### src/rtl/mfda_ctrl_pkg.sv
// mfda_ctrl_pkg: shared FSM states, phase timing defaults and valve types for MFDA route controllers
package mfda_ctrl_pkg;
  localparam int DEF_SETTLE_CYCLES = 2;
  localparam int DEF_FILL_CYCLES   = 8;
  localparam int DEF_MIX_CYCLES    = 16;
  localparam int DEF_FLUSH_CYCLES  = 4;
  typedef enum logic [2:0] {IDLE, SETTLE, FILL, MIX, FLUSH, DONE} state_t;
  typedef struct packed {
    logic inlet_open;
    logic mix_en;
    logic flush_open;
  } valve_t;
  function automatic valve_t valves_for(input state_t s);
    return '{inlet_open: s == FILL, mix_en: s == MIX, flush_open: s == FLUSH};
  endfunction
endpackage

### src/rtl/rr_arbiter.sv
// rr_arbiter: combinational round-robin pick, searching upward from ptr with wrap
module rr_arbiter #(
  parameter int N = 4,
  parameter int W = $clog2(N)
) (
  input  logic [N-1:0] req,
  input  logic [W-1:0] ptr,
  output logic [N-1:0] gnt,
  output logic [W-1:0] idx,
  output logic         valid
);
  logic         found;
  logic [W-1:0] j;
  always_comb begin
    gnt   = '0;
    idx   = '0;
    found = 1'b0;
    j     = '0;
    for (int i = 0; i < N; i++) begin
      j = W'((int'(ptr) + i >= N) ? int'(ptr) + i - N : int'(ptr) + i);
      if (!found && req[j]) begin
        found  = 1'b1;
        gnt[j] = 1'b1;
        idx    = j;
      end
    end
  end
  assign valid = |req;
endmodule

### src/rtl/mixer_route_scheduler.sv
// mixer_route_scheduler: round-robin time-sharing of one switch route and mixer through settle/fill/mix/flush/done
module mixer_route_scheduler
  import mfda_ctrl_pkg::*;
#(
  parameter int N_SRC         = 4,
  parameter int SEL_W         = $clog2(N_SRC),
  parameter int SETTLE_CYCLES = DEF_SETTLE_CYCLES,
  parameter int FILL_CYCLES   = DEF_FILL_CYCLES,
  parameter int MIX_CYCLES    = DEF_MIX_CYCLES,
  parameter int FLUSH_CYCLES  = DEF_FLUSH_CYCLES,
  parameter int CNT_W         = 8
) (
  input  logic             clk,
  input  logic             rst,
  input  logic [N_SRC-1:0] req,
  input  logic             abort,
  output logic [N_SRC-1:0] grant,
  output logic [SEL_W-1:0] sw_sel,
  output logic             inlet_open,
  output logic             mix_en,
  output logic             flush_open,
  output logic             busy,
  output logic             done,
  output logic             aborted
);
  state_t           state_q, state_d;
  logic [CNT_W-1:0] cnt_q, cnt_d;
  logic [SEL_W-1:0] rr_ptr_q, rr_ptr_d, sel_q, sel_d, arb_idx;
  logic [N_SRC-1:0] grant_q, grant_d, arb_gnt;
  valve_t           valve_q, valve_d;
  logic             busy_q, busy_d, done_q, done_d, ab_q, ab_d, aborted_q, aborted_d;
  logic             arb_valid, last, abort_hit;
  rr_arbiter #(.N(N_SRC), .W(SEL_W)) u_arb (
    .req  (req),
    .ptr  (rr_ptr_q),
    .gnt  (arb_gnt),
    .idx  (arb_idx),
    .valid(arb_valid)
  );
  function automatic logic [CNT_W-1:0] load(input int n);
    return CNT_W'(n - 1);
  endfunction
  always_comb begin
    last      = cnt_q == '0;
    abort_hit = abort && (state_q == FILL || state_q == MIX);
    state_d   = state_q;
    cnt_d     = last ? '0 : cnt_q - 1'b1;
    rr_ptr_d  = rr_ptr_q;
    unique case (state_q)
      IDLE: if (arb_valid) begin
        state_d = SETTLE;
        cnt_d   = load(SETTLE_CYCLES);
      end
      SETTLE: if (last) begin
        state_d = FILL;
        cnt_d   = load(FILL_CYCLES);
      end
      FILL: if (abort_hit) begin
        state_d = FLUSH;
        cnt_d   = load(FLUSH_CYCLES);
      end else if (last) begin
        state_d = MIX;
        cnt_d   = load(MIX_CYCLES);
      end
      MIX: if (abort_hit || last) begin
        state_d = FLUSH;
        cnt_d   = load(FLUSH_CYCLES);
      end
      FLUSH: if (last) state_d = DONE;
      DONE: begin
        state_d  = IDLE;
        rr_ptr_d = (int'(sel_q) == N_SRC - 1) ? '0 : sel_q + 1'b1;
      end
      default: state_d = IDLE;
    endcase
    // Owner is latched on leaving IDLE and held until the job returns there
    sel_d     = (state_d == IDLE) ? '0 : (state_q == IDLE) ? arb_idx : sel_q;
    grant_d   = (state_d == IDLE) ? '0 : (state_q == IDLE) ? arb_gnt : grant_q;
    ab_d      = (state_d == IDLE) ? 1'b0 : ab_q | abort_hit;
    valve_d   = valves_for(state_d);
    busy_d    = state_d != IDLE;
    done_d    = state_d == DONE;
    aborted_d = done_d & ab_d;
  end
  always_ff @(posedge clk) begin
    if (rst) begin
      state_q   <= IDLE;
      cnt_q     <= '0;
      rr_ptr_q  <= '0;
      sel_q     <= '0;
      grant_q   <= '0;
      valve_q   <= '0;
      busy_q    <= 1'b0;
      done_q    <= 1'b0;
      ab_q      <= 1'b0;
      aborted_q <= 1'b0;
    end else begin
      state_q   <= state_d;
      cnt_q     <= cnt_d;
      rr_ptr_q  <= rr_ptr_d;
      sel_q     <= sel_d;
      grant_q   <= grant_d;
      valve_q   <= valve_d;
      busy_q    <= busy_d;
      done_q    <= done_d;
      ab_q      <= ab_d;
      aborted_q <= aborted_d;
    end
  end
  assign grant      = grant_q;
  assign sw_sel     = sel_q;
  assign inlet_open = valve_q.inlet_open;
  assign mix_en     = valve_q.mix_en;
  assign flush_open = valve_q.flush_open;
  assign busy       = busy_q;
  assign done       = done_q;
  assign aborted    = aborted_q;
endmodule

### config.mk
export PLATFORM = sky130hd
export DESIGN_NAME = mixer_route_scheduler
export DESIGN_NICKNAME = d
export VERILOG_FILES = /design/src/rtl/mfda_ctrl_pkg.sv /design/src/rtl/rr_arbiter.sv /design/src/rtl/mixer_route_scheduler.sv
export SDC_FILE = /design/constraint.sdc
export NUM_CORES = 1
export LEC_CHECK = 0
export ABC_AREA = 1
export CORE_MARGIN = 1.5
export CORE_UTILIZATION = 55
export CTS_CLUSTER_DIAMETER = 150
export CTS_CLUSTER_SIZE = 14
export DETAILED_ROUTE_END_ITERATION = 7
export PLACE_DENSITY = 0.8
export SKIP_CTS_REPAIR_TIMING = 1
export SYNTH_ARGS = -nofsm -noshare
export SYNTH_HDL_FRONTEND = slang
export SYNTH_SLANG_ARGS = --single-unit
### constraint.sdc
create_clock -name clk -period 1.92 [get_ports clk]
set_input_delay 0.384 -clock clk [delete_from_list [all_inputs] [get_ports clk]]
set_output_delay 0.384 -clock clk [all_outputs]
set_load 0.1 [all_outputs]
Word-level counts from Yosys, hierarchy flattened:

Cells that the tools add are included.

* flip-flop bits (word level): 26
* output and inout bits: 12
* input bits: 7
* word-level logic and storage cells: 114

* $add $sub $neg: 9
* reduce and logical (&&, ||, !) cells: 19
* bitwise logic cells: 5
* order comparisons: 12
* equality and inequality tests: 10
* mux-type cells: 47

Operators by type and width (count)
* 8-bit two-way mux: 6
* 8-bit one-hot mux with 4 select lines: 1
* 2-bit two-way mux: 9
* 3-bit two-way mux: 6
* 4-bit two-way mux: 4
* 3-bit one-hot mux with 5 select lines: 1
* 3-bit by 2-bit equality test with 1-bit output (second input constant): 4
* 3-bit equality test (second input constant): 4
* 2-bit by 3-bit < comparator with 1-bit output (second input constant): 4
* 1-bit two-way mux: 12
* 4-bit bitwise OR: 3
* 3-bit >= comparator (second input constant): 3
* 1-bit binary-select mux with 2-bit select: 4
* 1-bit demux with 2-bit select: 4
* 2-bit by 1-bit >= comparator with 1-bit output (second input constant): 4
* 1-bit logical AND: 8
* 8-bit logical NOT: 1
* 2-bit by 1-bit subtractor with 2-bit output (second input constant): 4
* 8-bit by 1-bit subtractor with 8-bit output (second input constant): 1
* 2-bit by 2-bit adder with 3-bit output (second input constant): 2
* 3-bit logical NOT: 2
* 4-bit OR reduction: 1
* 2-bit by 1-bit adder with 3-bit output (second input constant): 1
* 3-bit by 1-bit equality test with 1-bit output (second input constant): 1
* 9 further kinds: 12

Longest topological paths before layout:

* word-level depth: 14
* mapped depth: 12
* gate-level depth less buffers: 12

Cells and area by module:

Synthesis repeated with hierarchy kept, for this count alone.

* cells, all modules: 234
* area total of the unflattened synthesis: 1725.4 um^2

Modules (own cells, without submodules)
* mixer_route_scheduler: cells each 151, times used 1, area each 1191.1 um^2, sequential area each 520.5 um^2
* rr_arbiter: cells each 83, times used 1, area each 534.3 um^2, sequential area each 0.0 um^2

Worst setup path before layout:

OpenSTA, ideal clock, no wires.

* path kind: register to register
* start point: register rr_ptr_q[0]
* end point: register sel_q[1], in the netlist sw_sel[1]
* slack: 0.235 ns
* period minus slack after synthesis: 1.685 ns
* data required time: 1.854 ns
* buffers on the path: 0
* arrival: 1.619 ns
* stages on the path, launching flop included: 11
* library setup time: 0.066 ns
* path through: dfxtp_1 > inv_2 > ha_1 > inv_1 > nand3_1 > nand2_1 > nor2_2 > nand3_1 > nand3_1 > nand2_1 > a21oi_2

* longest elaborated chain between the ends: 14
* elaborated cells between the ends (all ways): 36
* classes of those cells: add/sub: 7; order compare: 4; mux: 19; reduce/logical: 6

Ends and longest elaborated chain
* start, declared: RTL line mixer_route_scheduler.sv:28 `logic [SEL_W-1:0] rr_ptr_q, rr_ptr_d, sel_q, sel_d, arb_idx;`
* start signal, assigned: RTL line mixer_route_scheduler.sv:100 `rr_ptr_q <= rr_ptr_d;`
* branches (longest 13 deep; another with 2-bit by 1-bit adder with 3-bit output)
* 2-bit two-way mux (*): RTL line rr_arbiter.sv:21 `if (!found && req[j]) begin`
* end signal, assigned: RTL line mixer_route_scheduler.sv:101 `sel_q <= sel_d;`
* end, declared: RTL line mixer_route_scheduler.sv:28

Every way passes the cells marked *. The select of a mux whose other input is x is not followed.
A chain may end at the register's enable or synchronous reset.

Worst setup path after layout:

* start point: register rr_ptr_q[0]
* end point: register grant_q[3], in the netlist grant[3]

* longest elaborated chain between the ends: 14
* elaborated cells between the ends (all ways): 59
* classes of those cells: add/sub: 7; order compare: 12; mux: 27; bitwise: 3; reduce/logical: 10

Ends and longest elaborated chain
* branches (longest 13 deep; another with 2-bit by 1-bit adder with 3-bit output)
* 4-bit two-way mux (*): RTL line rr_arbiter.sv:21
* end signal, assigned: RTL line mixer_route_scheduler.sv:102 `grant_q <= grant_d;`
* end, declared: RTL line mixer_route_scheduler.sv:29 `logic [N_SRC-1:0] grant_q, grant_d, arb_gnt;`

Marked as above.

==> results_dict.tcl <==
set metrics [dict create \
    grt_first_pass_wirelength_um 5230 \
    max_clock_freq_mhz 566 \
    layout.cells.most_common "nand2_1" \
    floorplan.die.width_um 56.6 \
    hold_violations 0 \
    post-route-period-util 0.919 \
    power.density_cell_area_nw_per_um2 1740 \
    core_um2 2730 \
    cts-htree-levels 1 \
    port_buffers 18 \
    hold-path-cell-count 2 \
    slew-limit-headroom 0.784 \
    vdd.ir_drop.worst_uv 1510 \
    critical_path_buf_inv_count 2 \
    post_dr_vias_cell 5.13 \
    synthesis.nets 234 \
    total_inserted_antenna_cells 0 \
    hpwlAfterDp_um 2420 \
    layout-drive-gt1-share 0.248 \
    critical_path.max_stage_delay_ns 0.37 \
    grt_start_max_net_pins 15 \
    static-leakage-power_nw 0.900 \
    dieHeight_um 56.6 \
    synth_top_cell_area_share 0.329 \
    drc 0 \
    timing.final.setup_violations 0 \
    clockRootBuffer "clkbuf_4" \
    core.rowCount 19 \
    track_usage 0.206 \
    final.min_clock_period_ns 1.77 \
    slew_violations 0 \
    rsz0062_at_grt "no" \
    drt-total-wl_um 3110 \
    tightestPinTransition_ns 0.324 \
    fin_hold_ws_ns 0.484 \
    avgRoutedWirePerCell_um 11.2 \
    start_util 0.578 \
    critical_path.most_common_cell "nand3_1" \
    cts_buffer_depth 2 \
    stdcell_area_um2 1850 \
    tritoncts "done" \
    cap_violations 0 \
    clock_sinks 26 \
    finalClockSkew_ns 0.0120 \
    worstPathCellList "inv_2 -> ha_1 -> inv_1 -> nand3_1 -> nand2_1 -> nor2_2 -> nand3_1 -> nand3_1 -> nand2_1 -> a21oi_1" \
    avgSynthCellArea_um2 7.18 \
    cp.required_ns 2.18 \
    drt_first_pass_iters 4 \
    path_delay_family "simple AND/OR/NAND/NOR gates" \
    postPlaceCellArea_um2 1810 \
    grt_pass1_vias 1258 \
    run_status "completed" \
    synth_area_um2 1580 \
    drt.antenna.violating_nets 0 \
    p_total_mw 3.22 \
    clock_latency_ns 0.33 \
    timing.critical_path.to_type "flop" \
    tritoncts.num_buffers 3 \
    cp-start-kind "flop" \
    path_class "reg -> reg" \
    area_growth_syn_to_layout_pct 17.0 \
    timing.critical_path.arrival_ns 2.03 \
    finalWeightedCongestion 0.879 \
    place_ws_ns -0.00903 \
    synth_sequential_area_ratio 0.329 \
    mostFrequentLayoutCells "40 x nand2_1, 26 x nor2_1, 25 x dfxtp_1" \
    synth-warning-count 0 \
    clk_pin_slew_worst_paths_ns 0.15 \
    grt_antenna_before_repair 0 \
    rr_worst_depth 10 \
    synth_largest_area_cell "dfxtp_1" \
    critPathSlowestCell "dfxtp_1" \
    final_net_count 261 \
    initialDrtViolationCount 42 \
    ys_types 32 \
    stages_on_worst_setup_path 10 \
    synthesis.instances 220 \
    top_fanout_value_on_the_critical_path 7 \
    dieArea_um2 3200 \
    post_synth_main_area_contributors "dfxtp_1 33%, nand2_1 9.5%, nand3_1 7.3%" \
    synth_seq_cells 26 \
    pin_count 19 \
    hold_crit_path_type "reg -> reg" \
    worst_slack_ns 0.155 \
    grt.overflow.total 0 \
    via_count 1420 \
]
[through the flow]
| stage | util | setup TNS (ns) | cells |
|---|---|---|---|
| after floorplan | - | 0 | 220 |
| after global placement | 0.663 | 0 | 273 |
| after detailed placement | 0.663 | -0.0296 | 273 |
| after CTS | 0.676 | 0 | 277 |
| after global routing | 0.676 | 0 | 277 |
| final | 0.676 | 0 | 277 |
[cell usage after synthesis]
master,number
ha_1,7
a21boi_0,1
nand2_1,40
inv_2,7
a31oi_1,1
nor2_4,1
nor2_1,26
nor2_2,8
xor2_1,4
or2_2,4
a221oi_1,1
nor2_8,1
a211oi_1,2
dfxtp_1,26
a21oi_1,9
nand3b_4,1
nand3_1,23
o22ai_1,1
nand4_1,2
xnor2_1,2
nand2_2,10
a22oi_1,2
inv_1,22
o21ai_0,3
o21ai_1,4
nand3b_1,1
nand2_4,3
nor3_1,1
o211ai_1,1
nor4_1,1
a21oi_2,2
nand3_2,3
[sequential cells by signal, summed over array words and instances, names as in the netlist, 2 cells and up]
signal and cells:
rr_ptr_q 2, cnt_q 8, state_q 3, grant 4
sw_sel 2
[cell type report]
| type | count | area, um2 |
|---|---|---|
| Clock buffer | 4 | 36.3 |
| Fill cell | 243 | 885 |
| Inverter | 29 | 109 |
| Multi-Input combinational cell | 165 | 951 |
| Sequential cell | 26 | 522 |
| Tap cell | 31 | 38.8 |
| Timing Repair Buffer | 22 | 193 |
[power breakdown]
part / internal (mW) / total, mW / switching [mW]
clock: 0.116 / 0.280 / 0.164
combinational: 0.664 / 2.12 / 1.46
sequential: 0.703 / 0.820 / 0.117
[worst min-delay path, delay by kind of cell (launching register included)]
family	cells	cell delay [ns]
flip-flops	1	0.34
AO/OA/AOI/OAI	1	0.06
AND/OR/NAND/NOR	1	0.06
[cells by family (layout without fill, tap and decap cells)]
family                     after synthesis  in the layout  synth area share
DFF                                     26             26             0.329
AOI/OAI and AO/OA                       27             27             0.104
and+or+nand+nor                        125            125             0.409
adders and majority gates                7              7            0.0554
xor gates and xnor gates                 6              6            0.0333
buffers and inverters                   29             55            0.0689
[final timing paths]
| check | from | end | slack (ns) |
|---|---|---|---|
| max | rr_ptr_q[0]$_SDFFE_PP0N_ | grant[3]$_SDFFE_PP0P_ | 0.15 |
| min | grant[3]$_SDFFE_PP0P_ | grant[3]$_SDFFE_PP0P_ | 0.48 |
| max reg2reg | rr_ptr_q[0]$_SDFFE_PP0N_ | grant[3]$_SDFFE_PP0P_ | 0.15 |
| min reg2reg | grant[3]$_SDFFE_PP0P_ | grant[3]$_SDFFE_PP0P_ | 0.48 |
[routing by layer]
layer / GRT usage / share of wire / up-vias
met1: 0.261 / 0.49 / 633
met4: 0.0578 / 0.0081 / 0
met2: 0.352 / 0.47 / 22
met5: 0 / 0 / -
li1: - / - / 761
met3: 0.0415 / 0.034 / 4
(Power assumes the default switching activity.)
